==> config.mk <==
export PLATFORM = sky130hd
export DESIGN_NAME = imem_boot_loader
export DESIGN_NICKNAME = d
export VERILOG_FILES = /design/src/rtl/boot_pkg.sv /design/src/rtl/boot_word_packer.sv /design/src/rtl/imem_boot_loader.sv
export SDC_FILE = /design/constraint.sdc
export NUM_CORES = 1
export LEC_CHECK = 0
export ABC_AREA = 1
export CAP_MARGIN = 10
export CORE_ASPECT_RATIO = 1.75
export CORE_MARGIN = 3
export CORE_UTILIZATION = 45
export DETAILED_ROUTE_END_ITERATION = 10
export PLACE_DENSITY = 0.67
export REMOVE_ABC_BUFFERS = 1
export SKIP_LAST_GASP = 1
export SYNTH_ARGS = -nofsm -noshare
export SYNTH_HDL_FRONTEND = slang
export SYNTH_HIERARCHICAL = 1
export SYNTH_SLANG_ARGS = --single-unit
export TNS_END_PERCENT = 20
==> constraint.sdc <==
create_clock -name clk -period 2.1 [get_ports clk]
set_input_delay 0.42 -clock clk [delete_from_list [all_inputs] [get_ports clk]]
set_output_delay 0.42 -clock clk [all_outputs]
set_load 0.005 [all_outputs]
==> src/rtl/boot_pkg.sv <==
// Shared definitions for the instruction-memory boot loader.
// Holds the FSM state encoding, the stream framing constants and a small
// helper that decides which states accept stream bytes.
package boot_pkg;

  localparam logic [2:0] IDLE   = 3'd0;
  localparam logic [2:0] LEN_LO = 3'd1;
  localparam logic [2:0] LEN_HI = 3'd2;
  localparam logic [2:0] DATA   = 3'd3;
  localparam logic [2:0] CSUM   = 3'd4;
  localparam logic [2:0] DONE   = 3'd5;
  localparam logic [2:0] ERROR  = 3'd6;

  localparam int BYTES_PER_WORD = 4;
  localparam int LEN_W          = 16;

  // States in which the loader consumes bytes from the stream.
  function automatic logic takes_bytes(input logic [2:0] st);
    return (st == LEN_LO) || (st == LEN_HI) || (st == DATA) || (st == CSUM);
  endfunction

endpackage

==> src/rtl/boot_word_packer.sv <==
// Packs accepted stream bytes into little-endian words.
// The first byte of a word lands in bits [7:0]. After the fourth byte is
// accepted, the assembled word and a one-cycle word_vld pulse appear on the
// next cycle.
// Ports:
//   clk, rst      clock, asynchronous active-low reset
//   clear         restart packing at byte 0 (new load)
//   accept        byte_in is consumed this cycle
//   byte_in       stream byte
//   idx           index of the next byte within the word (0..3)
//   word_vld      one-cycle pulse, word holds a freshly completed word
//   word          last completed word
module boot_word_packer import boot_pkg::*; #(
  parameter int DATA_W = 32
) (
  input  logic              clk,
  input  logic              rst,
  input  logic              clear,
  input  logic              accept,
  input  logic [7:0]        byte_in,
  output logic [1:0]        idx,
  output logic              word_vld,
  output logic [DATA_W-1:0] word
);

  // Bytes 0..2 of the current word; newest byte enters at the top so that
  // after three bytes the register reads {b2, b1, b0}.
  logic [DATA_W-9:0] shreg;

  always_ff @(posedge clk or negedge rst) begin
    if (!rst) begin
      idx      <= 2'd0;
      shreg    <= '0;
      word_vld <= 1'b0;
      word     <= '0;
    end else begin
      word_vld <= 1'b0;
      if (clear) begin
        idx <= 2'd0;
      end else if (accept) begin
        idx <= idx + 2'd1;
        if (idx == 2'(BYTES_PER_WORD - 1)) begin
          word     <= {byte_in, shreg};
          word_vld <= 1'b1;
        end else begin
          shreg <= {byte_in, shreg[DATA_W-9:8]};
        end
      end
    end
  end

endmodule

==> src/rtl/imem_boot_loader.sv <==
// Instruction-memory boot loader.
// Receives a framed byte stream (16-bit little-endian word count, the data
// words as little-endian bytes, one XOR checksum byte), writes each word to
// instruction memory and keeps the CPU in reset until a complete image with
// a matching checksum has been loaded.
// Ports:
//   clk, rst       clock, asynchronous active-low reset
//   start          load request, honoured in IDLE, DONE and ERROR
//   byte_in        stream byte, accepted when byte_valid && byte_ready
//   byte_valid     byte_in is valid
//   byte_ready     loader accepts a byte this cycle
//   imem_we        one-cycle write strobe per completed word
//   imem_addr      word address of the current write
//   imem_wdata     word being written
//   cpu_rst_n      CPU reset (active-low), released only when done
//   done           image loaded and checksum matched
//   error          length overflow or checksum mismatch (sticky)
//   words_loaded   words written during this load
module imem_boot_loader import boot_pkg::*; #(
  parameter int ADDR_W = 8,
  parameter int DATA_W = 32
) (
  input  logic              clk,
  input  logic              rst,
  input  logic              start,
  input  logic [7:0]        byte_in,
  input  logic              byte_valid,
  output logic              byte_ready,
  output logic              imem_we,
  output logic [ADDR_W-1:0] imem_addr,
  output logic [DATA_W-1:0] imem_wdata,
  output logic              cpu_rst_n,
  output logic              done,
  output logic              error,
  output logic [ADDR_W:0]   words_loaded
);

  localparam int unsigned MAX_WORDS = 2 ** ADDR_W;

  logic [2:0]       state;
  logic [LEN_W-1:0] len;
  logic [7:0]       csum;
  logic [1:0]       idx;
  logic             word_vld;
  logic             accept;
  logic             accept_data;
  logic             load_req;
  logic             last_byte;
  logic [LEN_W-1:0] len_full;

  assign byte_ready  = takes_bytes(state);
  assign accept      = byte_valid && byte_ready;
  assign accept_data = accept && (state == DATA);
  assign load_req    = start && ((state == IDLE) || (state == DONE) || (state == ERROR));
  assign len_full    = {byte_in, len[7:0]};
  assign imem_we     = word_vld;

  // The previous word's write has always retired before the fourth byte of
  // the next word arrives, so words_loaded is the index of the word in flight.
  assign last_byte = accept_data && (idx == 2'(BYTES_PER_WORD - 1)) &&
                     ((32'(words_loaded) + 32'd1) == 32'(len));

  boot_word_packer #(
    .DATA_W (DATA_W)
  ) u_packer (
    .clk      (clk),
    .rst      (rst),
    .clear    (load_req),
    .accept   (accept_data),
    .byte_in  (byte_in),
    .idx      (idx),
    .word_vld (word_vld),
    .word     (imem_wdata)
  );

  always_ff @(posedge clk or negedge rst) begin
    if (!rst) begin
      state        <= IDLE;
      len          <= '0;
      csum         <= 8'd0;
      imem_addr    <= '0;
      words_loaded <= '0;
      cpu_rst_n    <= 1'b0;
      done         <= 1'b0;
      error        <= 1'b0;
    end else begin
      // The address seen by the write is the pre-increment value.
      if (word_vld) begin
        imem_addr    <= imem_addr + ADDR_W'(1);
        words_loaded <= words_loaded + (ADDR_W + 1)'(1);
      end
      if (accept_data) begin
        csum <= csum ^ byte_in;
      end

      case (state)
        IDLE, DONE, ERROR: begin
          if (start) begin
            state        <= LEN_LO;
            done         <= 1'b0;
            error        <= 1'b0;
            words_loaded <= '0;
            csum         <= 8'd0;
            imem_addr    <= '0;
            cpu_rst_n    <= 1'b0;
          end
        end
        LEN_LO: begin
          if (accept) begin
            len[7:0] <= byte_in;
            state    <= LEN_HI;
          end
        end
        LEN_HI: begin
          if (accept) begin
            len <= len_full;
            if (len_full == '0) begin
              state <= CSUM;
            end else if (32'(len_full) > MAX_WORDS) begin
              state <= ERROR;
              error <= 1'b1;
            end else begin
              state <= DATA;
            end
          end
        end
        DATA: begin
          if (last_byte) begin
            state <= CSUM;
          end
        end
        CSUM: begin
          if (accept) begin
            if (byte_in == csum) begin
              state     <= DONE;
              done      <= 1'b1;
              cpu_rst_n <= 1'b1;
            end else begin
              state <= ERROR;
              error <= 1'b1;
            end
          end
        end
        default: state <= IDLE;
      endcase
    end
  end

endmodule

==> results of run 1 <==
-- final cells by class --
class	count	area share, %
inverter	60	3.62
clock inverter	7	1.65
sequential	105	41.8
timing repair buffer	87	13.6
tap	132	2.62
multi-input combinational	445	33.2
clock buffer	9	3.58
-- report_power, final --
group	internal [mW]	switching (mW)	leakage, nW
Combinational	0.741	1.22	1.64
Clock	1.06	0.762	0.154
Sequential	2.50	0.380	1.41
-- worst max-delay path: cells and delay by family (launching register included) --
kind / cells / cell delay (ps)
flip-flops: 1 / 440
AND/OR/NAND/NOR: 2 / 220
buffers and inverters: 2 / 640
-- final timing paths --
check	start	endpoint	slack (ps)	depth (start not counted)
max	state[0]	byte_ready	40	4
min	rst	u_packer/word[5]	470	2
max reg2reg	words_loaded[1]	state[1]	60	13
min reg2reg	u_packer/word[2]	u_packer/word[2]	470	2
max in group asynchronous	rst	state[2]	1080	3
min in group clk	u_packer/word[2]	u_packer/word[2]	470	2
-- layout by cell type, fill, tap and decap left out, drive strengths merged --
cell / netlist / final
o21ai: 35 / 35
a31oi: 4 / 4
clkdlybuf4s50: 0 / 64
or2: 2 / 2
clkbuf: 4 / 9
clkinv: 0 / 2
mux2i: 1 / 1
o21a: 1 / 1
dlygate4sd3: 0 / 1
nand3: 55 / 55
nand2: 244 / 244
a211oi: 1 / 1
inv: 60 / 61
xnor2: 4 / 4
ha: 3 / 3
a21oi: 10 / 10
clkinvlp: 0 / 2
xor2: 6 / 6
nand4: 36 / 36
a21boi: 1 / 1
nor3: 7 / 7
bufinv: 0 / 2
o211ai: 1 / 1
buf: 24 / 22
nor2: 33 / 33
dfrtp: 105 / 105
and3: 1 / 1
-- metal layers --
| metal | part of all wire [%] | wire length [um] |
|---|---|---|
| met5 | 0 | 0 |
| met1 | 41 | 5040 |
| met3 | 3.9 | 474 |
| met2 | 53 | 6430 |
| met4 | 2.4 | 297 |
-- kinds of logic after synthesis --
group / count (synthesis)
compound gates: 53
fa+ha+maj: 3
buf+inv: 88
xor+xnor: 10
simple gates: 378
flops: 105
mux: 1
-- stage by stage --
step,std cells,power [mW],TNS [ps]
CTS,843,6.68,0
global route,845,7.13,-6.20
finish,845,6.66,0
detailed placement,826,4.83,0
floorplan,610,4.08,-32740
global placement,826,4.77,-16.7
-- registers in the layout (all words and copies together), names as in the netlist, 2 cells and up --
signal,flops
u_packer/word,32
u_packer/shreg,24
len,16
words_loaded,9
csum,8
imem_addr,8
state,3
u_packer/idx,2
-- what timing repair did --
action / 4_1_cts / 5_1_grt
hold buffers: 1 / 0
cloned: 0 / 0
hold endpoints to repair: 11 / 0
setup buffers: 0 / 2
setup endpoints to repair: 1 / 1
gates resized for setup: 2 / 2
==> out/summary.md, run 1 <==
The proportion of layout cells with a drive suffix above 1 was 8.70%. Setup violations remaining at the end of the flow were counted as 0. The run finished with clean final reports. The worst setup path is of the flop to output port kind. The region available for standard cell placement spans 11100 um^2.

Of all cell types, the one taking the most synthesized area is dfrtp_1. In the final routed layout, each cell accounts on average for 14.5 um. The maximum fanout along the worst path was 4.

Dividing the detail-routed via count by the number of cells gives 5.17. The final critical delay including setup and external delays is 2060 ps, and the number of pins exceeding their max-slew limit in the final report is 0. Entering global routing, the biggest net connects 55 pins.

In this run the deepest clock path goes through 2 buffers. The adder-cell share of the synthesized area is 0.732%. The weighted congestion at the end of routability-driven global placement came out at 0.898. By area, the combinational part of the netlist is dominated by simple AND/OR/NAND/NOR gates. By area the synthesized netlist is led by dfrtp_1 (51%), nand2_1 (18%), nand3_1 (5.2%), nand4_1 (4.4%), inv_1 (4.0%). Counting every instance in the synthesized netlist gives 638. The number of violations of the max-capacitance limit is 0. The finished cells cover 6290 um^2. After detailed placement, the total cell area comes to 5930 um^2. At the placement stage, the worst setup path has a slack of 3.58 ps.

Worst-path cell with the longest stage delay: clkdlybuf4s50_1. The combined area of all synthesized cells was 5130 um^2. Based on the critical path, the design can be clocked at up to 486 MHz. Mux contribution to synthesized area: 0.195%. The critical path goes through inv_2, nand3_2, nand2_1, clkdlybuf4s50_1. The initial utilization of the core area, before any placement, comes to 46.2%. Registers take 2630 um^2. For the pin with the worst max-slew slack, the measured transition is 478 ps. The layout has 1057 filler cells. The synthesized netlist devotes 5.46% of its cell area to compound gates.

The number of nets in the final layout was 723; the share of synthesized area occupied by flip-flops and latches was 51.2%. For this block, the initial DRC count from the detailed router was 216. Number of antenna-violating nets in the routed design: 0.

The final global-route overflow total is 0, and the die boundary width is 86.7 um. Measured along the y axis, the die boundary spans 147 um. Kind of start point of the critical path: a flop.

In the post-synthesis netlist, the cell with the most instances is nand2_1. The final design utilization came out at 56.7%. Data on the critical path arrives at its endpoint at 1640 ps.

For this run, global-route usage on met3 was measured as 3.03%. Global-route track usage on met1: 24.9%. The number of buffers inserted by port buffering is 65, and the post-layout worst setup margin is 42.5 ps. The final antenna diode count came out at 0. Dividing total power by cell area gives a power density of 1060 nW/um^2. Synthesis inferred 105 register bits.

At the worst endpoint, the required time is 1680 ps. In this run the number of H-tree levels came out at 3. The number of hold-slack violations in the final timing report is 0. Compared with the post-synthesis result, the final layout area differs by 22.7%. The total global routing track utilization is 20.2%, and the area occupied by multi-input gates is 2090 um^2. The synthesized design devotes to its leading area cell type 51.2% of total area.

Most used flip-flop cell after synthesis: dfrtp_1. The number of global-route vias before repair was 4240; the number of enable flip-flop cells after synthesis was 0. For this run, asynchronously set or reset flops after synthesis account for 100%. Synthesized-area fraction occupied by xor and xnor cells: 1.71%. The placed wire-length estimate after detailed placement is 8.70 mm, and the portion of the clock cycle consumed by the worst path in the final layout is 98.0%. For this run, global-route usage on met2 was measured as 35.3%. For the insertion delay of the later-clocked pin in the worst-skew pair, the log shows 340 ps. The tools report the final routed DRC violation total as 0.

After Yosys synthesis, and, or, nand and nor cells account for 32.5% of the synthesized area. The Yosys step of the flow raised 6 warnings. In this run the static leakage power is 3.21 nW. TritonCTS built the clock tree. Number of search-and-repair iterations in the first detailed-routing pass: 4.

Most used routing layer in global routing: met2. The tools report the normalized max-slew margin as 68.0%. The clock-pin slew reported for the worst setup and hold paths after clock tree synthesis works out to 70 ps.

The total number of clock tree sinks is 105. Ranked by instance count, the synthesized netlist is headed by nand2_1 (240), dfrtp_1 (105), inv_1 (54). The routed design has 12.2 mm of wire. Dividing the synthesized area by the synthesized cell count gives 8.04 um^2. Clock tree synthesis inserted a total of 9 buffers. In this design, the stage delay of the slowest critical-path cell is 510 ps.

The class of the most critical hold timing path is input port to asynchronous set/reset pin. During I/O placement, the number of pins put on the boundary was 66. The root buffer cell chosen for the clock tree is clkbuf_16. The logs give 51 for the standard-cell row count and 469 ps for the worst hold margin.

Clock skew on the completed layout was measured at 4.19 ps. The run gives 0 as the initial antenna violation count. Across the VDD grid, the largest voltage drop is 686 uV.

Detailed routing inserted a total of 4371 vias. The worst setup path is captured at an output port. The first global-routing pass estimated 20.6 mm of wire.

For the distinct cell type count after synthesis, the log shows 32. The floorplan step defined a die boundary enclosing 12800 um^2.
(Power assumes the default switching activity.)
==> run 2, diff against run 1 <==
--- a/config.mk
+++ b/config.mk
@@ -7,13 +7,16 @@
 export LEC_CHECK = 0
 export ABC_AREA = 1
 export CAP_MARGIN = 10
+export CELL_PAD_IN_SITES_DETAIL_PLACEMENT = 0
+export CELL_PAD_IN_SITES_GLOBAL_PLACEMENT = 1
 export CORE_ASPECT_RATIO = 1.75
 export CORE_MARGIN = 3
-export CORE_UTILIZATION = 45
+export CORE_UTILIZATION = 41
 export DETAILED_ROUTE_END_ITERATION = 10
-export PLACE_DENSITY = 0.67
+export PLACE_DENSITY_LB_ADDON = 0.1
 export REMOVE_ABC_BUFFERS = 1
 export SKIP_LAST_GASP = 1
+export SLEW_MARGIN = 5
 export SYNTH_ARGS = -nofsm -noshare
 export SYNTH_HDL_FRONTEND = slang
 export SYNTH_HIERARCHICAL = 1
==> out/summary.md, run 2 (synthesized netlist as in run 1, its figures left out) <==
Most frequent cells in the layout: nand2_1 (240), dfrtp_1 (104), clkdlybuf4s50_1 (64) (unchanged). The required time at the worst-slack endpoint is 1680 ps (about the same), and the number of global-route vias before repair is 4263 (was 4240). The tools report the number of vias in the routed layout as 4319 (was 4371). Most frequent standard cell in the layout excluding fill and tap cells: nand2_1 (unchanged). The overall power after layout was 6.41 mW (was 6.66 mW); the number of search-and-repair iterations in the first detailed-routing pass was 4 (unchanged). The maximum single-stage delay on the critical path is 510 ps (about the same). Setup repair after global routing could not meet its margin everywhere. The run gives 12100 um^2 (was 11100 um^2) as the core outline area.

The run finished with clean final reports. The largest net degree at the start of global routing was 46 (was 55). Largest register by flop count: u_packer/word (unchanged). The routed wire length is 12.5 mm (was 12.2 mm). The logs give 3 (unchanged) for the count of H-tree levels built during CTS and 413 uV (was 686 uV) for the maximum resistive drop on vdd. The wire length per cell after detailed routing was 14.2 um (was 14.5 um).

The highest achievable clock rate was 479 MHz (was 486 MHz). The total of endpoints with negative setup slack in the final report was 0 (unchanged); the aggregate negative setup slack was 0 ps (unchanged). The logs give 0 (unchanged) for the number of pins exceeding their max-slew limit in the final report and 0 (unchanged) for the final antenna diode count. The run gives 0 (unchanged) as the number of setup buffers added after CTS. Die extent in y: 154 um (was 147 um). For the global-route wire length before repair, the log shows 21.2 mm (was 20.6 mm). The tools report the number of violations of the max-capacitance limit as 0 (unchanged). The placed wire-length estimate after detailed placement was 8.97 mm (was 8.70 mm). The clock tree root driver cell was clkbuf_16 (unchanged). The tools report the final routed DRC violation total as 0 (unchanged). The tools report the standard-cell row count as 53 (was 51).

The die boundary width is 90.5 um (was 86.7 um). The logs give 722 (was 723) for the number of nets in the final layout and 0 (unchanged) for the initial antenna violation count. The logs give 350 ps (was 340 ps) for the insertion delay of the later-clocked pin in the worst-skew pair and 105 (unchanged) for the total number of clock tree sinks. The first-iteration detailed-routing DRC count is 154 (was 216), and the final critical delay including setup and external delays is 2090 ps (was 2060 ps). The logs give 64.6% (was 68.0%) for the normalized max-slew margin and 0 (unchanged) for the number of antenna-violating nets in the routed design. The proportion of layout cells with a drive suffix above 1 came out at 8.43% (was 8.70%).

For the TritonCTS buffer count, the log shows 9 (unchanged). The class of the most critical hold timing path was input port to asynchronous set/reset pin (unchanged). For the maximum buffer depth of the clock tree, the log shows 2 (unchanged). Clock-pin slew reported for the worst setup and hold paths after clock tree synthesis: 70 ps (about the same). The kind of start point of the critical path is a flop (unchanged). The via density per instance is 4.92 (was 5.17).

The number of flip-flops under the largest register name is 32 (unchanged), and the area enclosed by the die boundary is 13900 um^2 (was 12800 um^2). The total I/O pin count was 66 (unchanged). The tools report the reported leakage power as 3.19 nW (was 3.21 nW). The area added between synthesis and finish was 22.5% (was 22.7%); the number of hold-slack violations in the final timing report was 0 (unchanged).

Cells along the critical path: inv_2, nand3_1, nand2_1, clkdlybuf4s50_1 (was inv_2, nand3_2, nand2_1, clkdlybuf4s50_1). The total global routing track utilization came out at 18.9% (was 20.2%). The worst-path cell with the longest stage delay was clkdlybuf4s50_1 (unchanged). The data arrival time of the critical path was 1670 ps (was 1640 ps).

Registers with the highest flip-flop counts: u_packer/word (32), u_packer/shreg (24), len (16) (unchanged). The weighted congestion at the end of routability-driven global placement was 0.831 (was 0.898); the portion of the clock cycle consumed by the worst path in the final layout was 99.4% (was 98.0%). Endpoint type of the worst setup path: an output port (unchanged). The transition time at the pin with the least slew margin works out to 530 ps (was 478 ps).

TritonCTS built the clock tree. The tools report the worst clock skew as 7.66 ps (was 4.19 ps). The critical path class was flop to output port (unchanged). For the final global-route overflow total, the log shows 0 (unchanged). The starting density of the core was 42.3% (was 46.2%); the number of buffers inserted by port buffering was 65 (unchanged).

The maximum fanout along the worst path works out to 4 (unchanged). The power per standard cell area came out at 1020 nW/um^2 (was 1060 nW/um^2).
[run 2: changes by cell type in the layout (fill, tap and decap cells not counted), sizes merged]
cell and delta:
bufinv -2, dlygate4sd3 -1, clkinv +1, clkinvlp -1, clkbuf +1, inv +1, nor2 +1, buf -1
[run 2: per-layer routing]
layer  GRT usage, %  up-vias  wire length [um]
li1               -     2205                 -
met1           22.0     2036              5130
met2           35.6       69              6840
met3           2.45        9               348
met4           5.70        0               138
met5              0        -                 0
[run 2: area by class of cell]
cell class,instances,area [um^2]
fill,1199,5850
timing repair buffer,85,848
inverter,60,228
clock inverter,6,51.3
sequential,105,2630
clock buffer,10,229
multi-input combinational,446,2090
tap,165,206
[run 2: critical path: cells and delay by family, from the launching register on]
kind,cells,cell delay (ps)
and+or+nand+nor,2,270
buffers and inverters,2,620
DFF,1,420
[run 2: timing repair]
| item | CTS | global route |
|---|---|---|
| gates cloned | 0 | 1 |
| endpoints found under the setup margin | 1 | 25 |
| pin swaps | 0 | 1 |
| resized for setup | 3 | 0 |
| hold buffers | 0 | 0 |
[run 2: worst paths after layout]
path                                         from  slack, ps  cells past startpoint                 to
worst min register to register  u_packer/word[23]        470                      2  u_packer/word[23]
worst max register to register           state[2]        250                      6  u_packer/word[31]
max in group asynchronous                     rst       1460                      2           state[2]
worst max-delay path                     state[0]         10                      4         byte_ready
worst min-delay path                          rst         10                      1   u_packer/word[7]
min in group clk                u_packer/word[23]        470                      2  u_packer/word[23]
[run 2: power breakdown]
part	total, mW	switching (mW)	leakage (nW)	internal, mW
combinational	1.93	1.22	1.64	0.703
clock	1.61	0.788	0.134	0.820
sequential	2.88	0.379	1.41	2.50
[run 2: metrics by stage]
stage	util [%]	hold slack [ps]	instances	instance area, um^2	worst slack (ps)
2_1_floorplan	-	124	610	4940	-636
3_3_place_gp	49.4	405	860	5990	-44.5
3_5_place_dp	49.4	404	860	5990	-25.9
4_1_cts	51.7	17.9	876	6270	12.8
5_1_grt	51.8	31.9	877	6280	-58.3
6_report	51.8	10.3	877	6280	12.8
==> run 3, diff against run 2 <==
--- a/config.mk
+++ b/config.mk
@@ -16,7 +16,7 @@
 export PLACE_DENSITY_LB_ADDON = 0.1
 export REMOVE_ABC_BUFFERS = 1
 export SKIP_LAST_GASP = 1
-export SLEW_MARGIN = 5
+export SLEW_MARGIN = 20
 export SYNTH_ARGS = -nofsm -noshare
 export SYNTH_HDL_FRONTEND = slang
 export SYNTH_HIERARCHICAL = 1
==> results of run 3 <==
The final DEF is identical to that of run 2; final timing and power are the same.
